`src/rtl/upzero_param.sv`:
```
// ADPCM zero-section predictor update: sign-sign LMS with leakage over NTAPS taps, then delay-line shift.
// Latency: ap_done/ap_ready pulse NTAPS+2 cycles after the start-accept cycle (one tap per cycle).
// Backpressure: none; ap_start is ignored outside IDLE. Optional key lock via UPZERO_LOCK_EN.
`timescale 1ns/1ps
module upzero_param #(
    parameter int NTAPS                = 6,
    parameter int DW                   = 17,
    parameter int CW                   = 32,
    parameter int LEAK_SH              = 8,
    parameter int STEP                 = 128,
    parameter int KEY_W                = 21,
    parameter logic [KEY_W-1:0] LOCK_KEY = '0,
    localparam int AW                  = $clog2(NTAPS)
) (
    input  logic                 ap_clk,
    input  logic                 ap_rst_n,
    input  logic                 ap_start,
    output logic                 ap_done,
    output logic                 ap_idle,
    output logic                 ap_ready,
    input  logic signed [DW-1:0] dlt,
`ifdef UPZERO_LOCK_EN
    input  logic [KEY_W-1:0]     working_key,
`endif
    input  logic                 rd_sel,
    input  logic [AW-1:0]        rd_addr,
    output logic [CW-1:0]        rd_data
);

    typedef enum logic [1:0] {
        S_IDLE,
        S_UPD,
        S_SHIFT,
        S_DONE
    } state_t;

    localparam logic [CW-1:0] STEP_V   = CW'(STEP);
    localparam logic [AW-1:0] LAST_TAP = AW'(NTAPS - 1);

    state_t              state_q, state_d;
    logic [CW-1:0]       bli  [NTAPS];
    logic [CW-1:0]       dlti [NTAPS];
    logic [CW-1:0]       dlt_q;
    logic [AW-1:0]       tap_q;

    logic [CW-1:0]        cur_b, cur_d, diff, upd, bli_wr;
    logic signed [CW-1:0] leaked;
    logic                 neg_step;
    logic                 last_tap;

    assign last_tap = (tap_q == LAST_TAP);

    always_comb begin
        cur_b  = bli[tap_q];
        cur_d  = dlti[tap_q];
        diff   = (cur_b << LEAK_SH) - cur_b;
        leaked = $signed(diff) >>> LEAK_SH;
        // Sign of dlt*dlti from the operand MSBs; a zero delay-line entry counts as positive.
        neg_step = (dlt_q[CW-1] ^ cur_d[CW-1]) & (cur_d != '0);
        if (dlt_q == '0) begin
            upd = leaked;
        end else if (neg_step) begin
            upd = leaked - STEP_V;
        end else begin
            upd = leaked + STEP_V;
        end
`ifdef UPZERO_LOCK_EN
        bli_wr = (working_key != LOCK_KEY) ? (upd ^ CW'(1)) : upd;
`else
        bli_wr = upd;
`endif
    end

    always_comb begin
        state_d  = state_q;
        ap_done  = 1'b0;
        ap_ready = 1'b0;
        ap_idle  = 1'b0;
        case (state_q)
            S_IDLE: begin
                ap_idle = 1'b1;
                if (ap_start) begin
                    state_d = S_UPD;
                end
            end
            S_UPD: begin
                if (last_tap) begin
                    state_d = S_SHIFT;
                end
            end
            S_SHIFT: state_d = S_DONE;
            S_DONE: begin
                ap_done  = 1'b1;
                ap_ready = 1'b1;
                state_d  = S_IDLE;
            end
            default: state_d = S_IDLE;
        endcase
    end

    always_ff @(posedge ap_clk or negedge ap_rst_n) begin
        if (!ap_rst_n) begin
            state_q <= S_IDLE;
            dlt_q   <= '0;
            tap_q   <= '0;
            for (int k = 0; k < NTAPS; k++) begin
                bli[k]  <= '0;
                dlti[k] <= '0;
            end
        end else begin
            state_q <= state_d;
            case (state_q)
                S_IDLE: begin
                    if (ap_start) begin
                        dlt_q <= CW'(dlt);
                        tap_q <= '0;
                    end
                end
                S_UPD: begin
                    bli[tap_q] <= bli_wr;
                    if (!last_tap) begin
                        tap_q <= tap_q + AW'(1);
                    end
                end
                S_SHIFT: begin
                    for (int k = NTAPS - 1; k > 0; k--) begin
                        dlti[k] <= dlti[k-1];
                    end
                    dlti[0] <= dlt_q;
                end
                default: ;
            endcase
        end
    end

    always_comb begin
        rd_data = '0;
        if ({1'b0, rd_addr} < (AW+1)'(NTAPS)) begin
            rd_data = rd_sel ? dlti[rd_addr] : bli[rd_addr];
        end
    end

endmodule

```
`config.mk`:
```
export PLATFORM = sky130hd
export DESIGN_NAME = upzero_param
export DESIGN_NICKNAME = d
export VERILOG_FILES = /design/src/rtl/upzero_param.sv
export SDC_FILE = /design/constraint.sdc
export NUM_CORES = 1
export LEC_CHECK = 0
export CORE_UTILIZATION = 35
export CTS_BUF_LIST = sky130_fd_sc_hd__clkbuf_4
export DETAILED_ROUTE_END_ITERATION = 12
export GPL_TIMING_DRIVEN = 0
export HOLD_SLACK_MARGIN = 0.12
export SETUP_SLACK_MARGIN = 0.02
export SLEW_MARGIN = 20
export SYNTH_ARGS = -nofsm -noshare
export SYNTH_HDL_FRONTEND = slang
export SYNTH_SLANG_ARGS = --single-unit
```
`constraint.sdc`:
```
create_clock -name ap_clk -period 8.4 [get_ports ap_clk]
set_input_delay 2.1 -clock ap_clk [delete_from_list [all_inputs] [get_ports ap_clk]]
set_output_delay 2.1 -clock ap_clk [all_outputs]
set_load 0.01 [all_outputs]
```
==> summary.md <==
| Metric | Value |
|---|---|
| Max-slew violation count | `0` |
| Core area | `~45,000 um^2` |
| GPL Wtd Cong | `between 0.9 and 1` |
| Die ar. | `46,600 um^2` |
| DIE HEIGHT | `216 um` |
| Initial Util | `0.354` |
| # Post-CTS Setup Buffers | `0` |
| CP dominant cell by count | `clkbuf_1` |
| Crit. End Element | `output port` |
| DRC | `0` |
| Die width | `216 um` |
| DRT Pass-1 Iters | `6` |
| Crit Path Class | `in -> out` |
| CTS H-tree depth | `3` |
| Gr usage total | `0.233` |
| Synth Net Count | `1,592` |
| Avg WL per Cell | `23.2 um` |
| Final Skew | `51.8 ps` |
| CTS tree | `done` |
| Synth area leaders | `dfrtp_1 43%, mux2_2 10%, mux4_2 8.3%` |
| Number of global-route vias before repair | `between 10,000 and 15,000` |
| #FFs+latches synth | `274` |
| IO buf count | `55` |
| Top-area cell type share of the netlist area | `0.428` |
| Fmax | `124 MHz` |
| Synth warn | `0` |
| CP Max Fanout | `10` |
| Filler cells | `4,455` |
| Status | `finished clean` |
| Commonest non-fill, non-tap cell in the layout | `dfrtp_1` |
| Clock Path Buffers | `3` |
| Post-synth EDFFs | `0` |
| Row Count | `78` |
| Post-synth cell types | `79` |
| Vias per Instance | `5.76` |
| Design area | `between 15,000 and 20,000 um^2` |
| WP data arrival | `5950 ps` |
| Clk sinks | `274` |
| Total CTS buffers | `75` |
| Syn_area_per_cell | `around 11 um^2` |
| Worst Hold Class | `reg -> reg` |
| Seq/Total Area, Yosys | `0.428` |
| Placed Area | `17,400 um^2` |
| Final-report hold violation count | `0` |
| Gr ovfl total | `0` |
| Slew headroom | `0.297` |
| Initial antenna violation count | `2` |
| DR iter-0 viols | `1,218` |
| Slew @ Worst Pin | `about 1000 ps` |
| CTS root buf | `clkbuf_4` |
| Synthesized area | `16,000 um^2` |
| Final setup fails | `0` |
| Area growth syn-to-layout | `14.7%` |
| Leading area contributor after synthesis | `dfrtp_1` |
| Worst-path cell chain | `clkbuf_1, buf_1, clkbuf_1, mux2_2, a22oi_1, o21ai_0, buf_4, clkdlybuf4s50_1` |
| Fin nets | `1,728` |
| Top_reg_cell synth | `dfrtp_1` |
| CP max stage delay | `810 ps` |
| RSZ-0062 raised after global routing | `false` |
| Cell count after synthesis | `1,522` |
| Total wire length | `53.7 mm` |
| Worst path required time | `6300 ps` |
| DRT antenna net count | `0` |
| Worst-Skew Late Latency | `740 ps` |
| Layout cells sized above 1 | `0.221` |
| Largest net degree at the start of global routing | `95` |
| # IOs | `between 50 and 60` |
| HPWL after DPL | `40.5 mm` |
| Slowest cell on crit path | `clkbuf_1` |
| Startpoint Class | `primary input` |
| First-pass GRT wire length | `81.9 mm` |
| Commonest cells after routing, fill and taps aside | `274 x dfrtp_1, 210 x nand2_1, 190 x o21ai_0` |
| Max-cap violations | `0` |
| Async SR Flop Fraction | `1.00` |
| Vias | `about 13,000` |
| Post-layout min period | `8050 ps` |
| Period utilisation layout | `0.959` |
| Reg clk slew, reported paths | `60 ps` |
[cells in the mapped netlist, types with 11 or more instances]
cell type  number
dfrtp_1       274
nand2_1       210
o21ai_0       191
mux2_2        146
clkbuf_1       68
mux2i_1        64
mux4_2         59
inv_1          48
ha_1           45
nor2_1         43
a21oi_1        40
a21o_1         27
nor4_1         24
o211ai_1       20
xnor2_1        19
buf_1          17
o22ai_1        17
nor3_1         14
nand3_1        13
nand4_1        13
xor2_1         13
and3_1         11
nand2b_1       11
nor2b_1        11
[final cells by class]
class                   count  area, um^2  share of cell area
well taps                 600         751              0.0409
plain buffers             100         438              0.0238
multi-input cells        1099        8560               0.466
repair buffers             59         646              0.0352
diodes                      1        2.50            0.000136
inverters                  49         184              0.0100
clock buffers             112         841              0.0458
flip-flops and latches    274        6860               0.373
clock inverters            15        85.1             0.00463
[metrics by stage]
stage	std cells	util	setup slack [ps]	hold WS (ps)	setup TNS, ps
after floorplan	1522	-	1990	459	0
after global placement	2177	0.382	-6530	481	-1780210
after detailed placement	2181	0.385	152	493	0
after CTS	2308	0.405	51.9	506	0
after global routing	2309	0.406	41.2	529	0
final	2309	0.406	347	502	0
[per-layer routing]
metal  global-route usage  routed length (um)
met2                0.363               24600
met4               0.0951                2010
met1                0.318               22600
met5                    0                  13
met3               0.0431                4430
[worst paths after layout]
check	from	to	slack [ps]	depth (start not counted)
min reg2reg	bli[83]	bli[83]	500	2
min in group asynchronous	ap_rst_n	dlti[3]	1220	1
max reg2reg	tap_q[2]	bli[183]	540	27
min	bli[83]	bli[83]	500	2
max	rd_addr[0]	rd_data[25]	350	8
max in group asynchronous	ap_rst_n	bli[84]	6080	3
[what timing repair did]
action / 4_1_cts / 5_1_grt
hold buffers: 0 / 0
setup endpoints to repair: 0 / 43
resized for setup: 0 / 12
[kinds of logic (layout without fill, tap and decap cells)]
kind of cell	count (synthesis)	count (layout)	synth area share
and+or+nand+nor	377	377	0.110
AOI/OAI and AO/OA	370	370	0.139
DFF	274	274	0.428
muxes	273	273	0.230
buffers and inverters	149	335	0.0383
adders and majority gates	46	46	0.0364
xor gates and xnor gates	33	33	0.0185
other	0	1	0
[critical path: cells and delay by family]
| family | cells | cell delay (ps) |
|---|---|---|
| muxes | 1 | 300 |
| buffers and inverters | 5 | 2800 |
| AOI/OAI and AO/OA | 2 | 730 |
[state kept, by name, summed over array words and instances (netlist names)]
register / count
dlt_q: 17
bli: 150
dlti: 102
tap_q: 3
state_q: 2
Power is not shown: default switching activity piles up to over one toggle a cycle in this logic, so the estimate is an artifact.
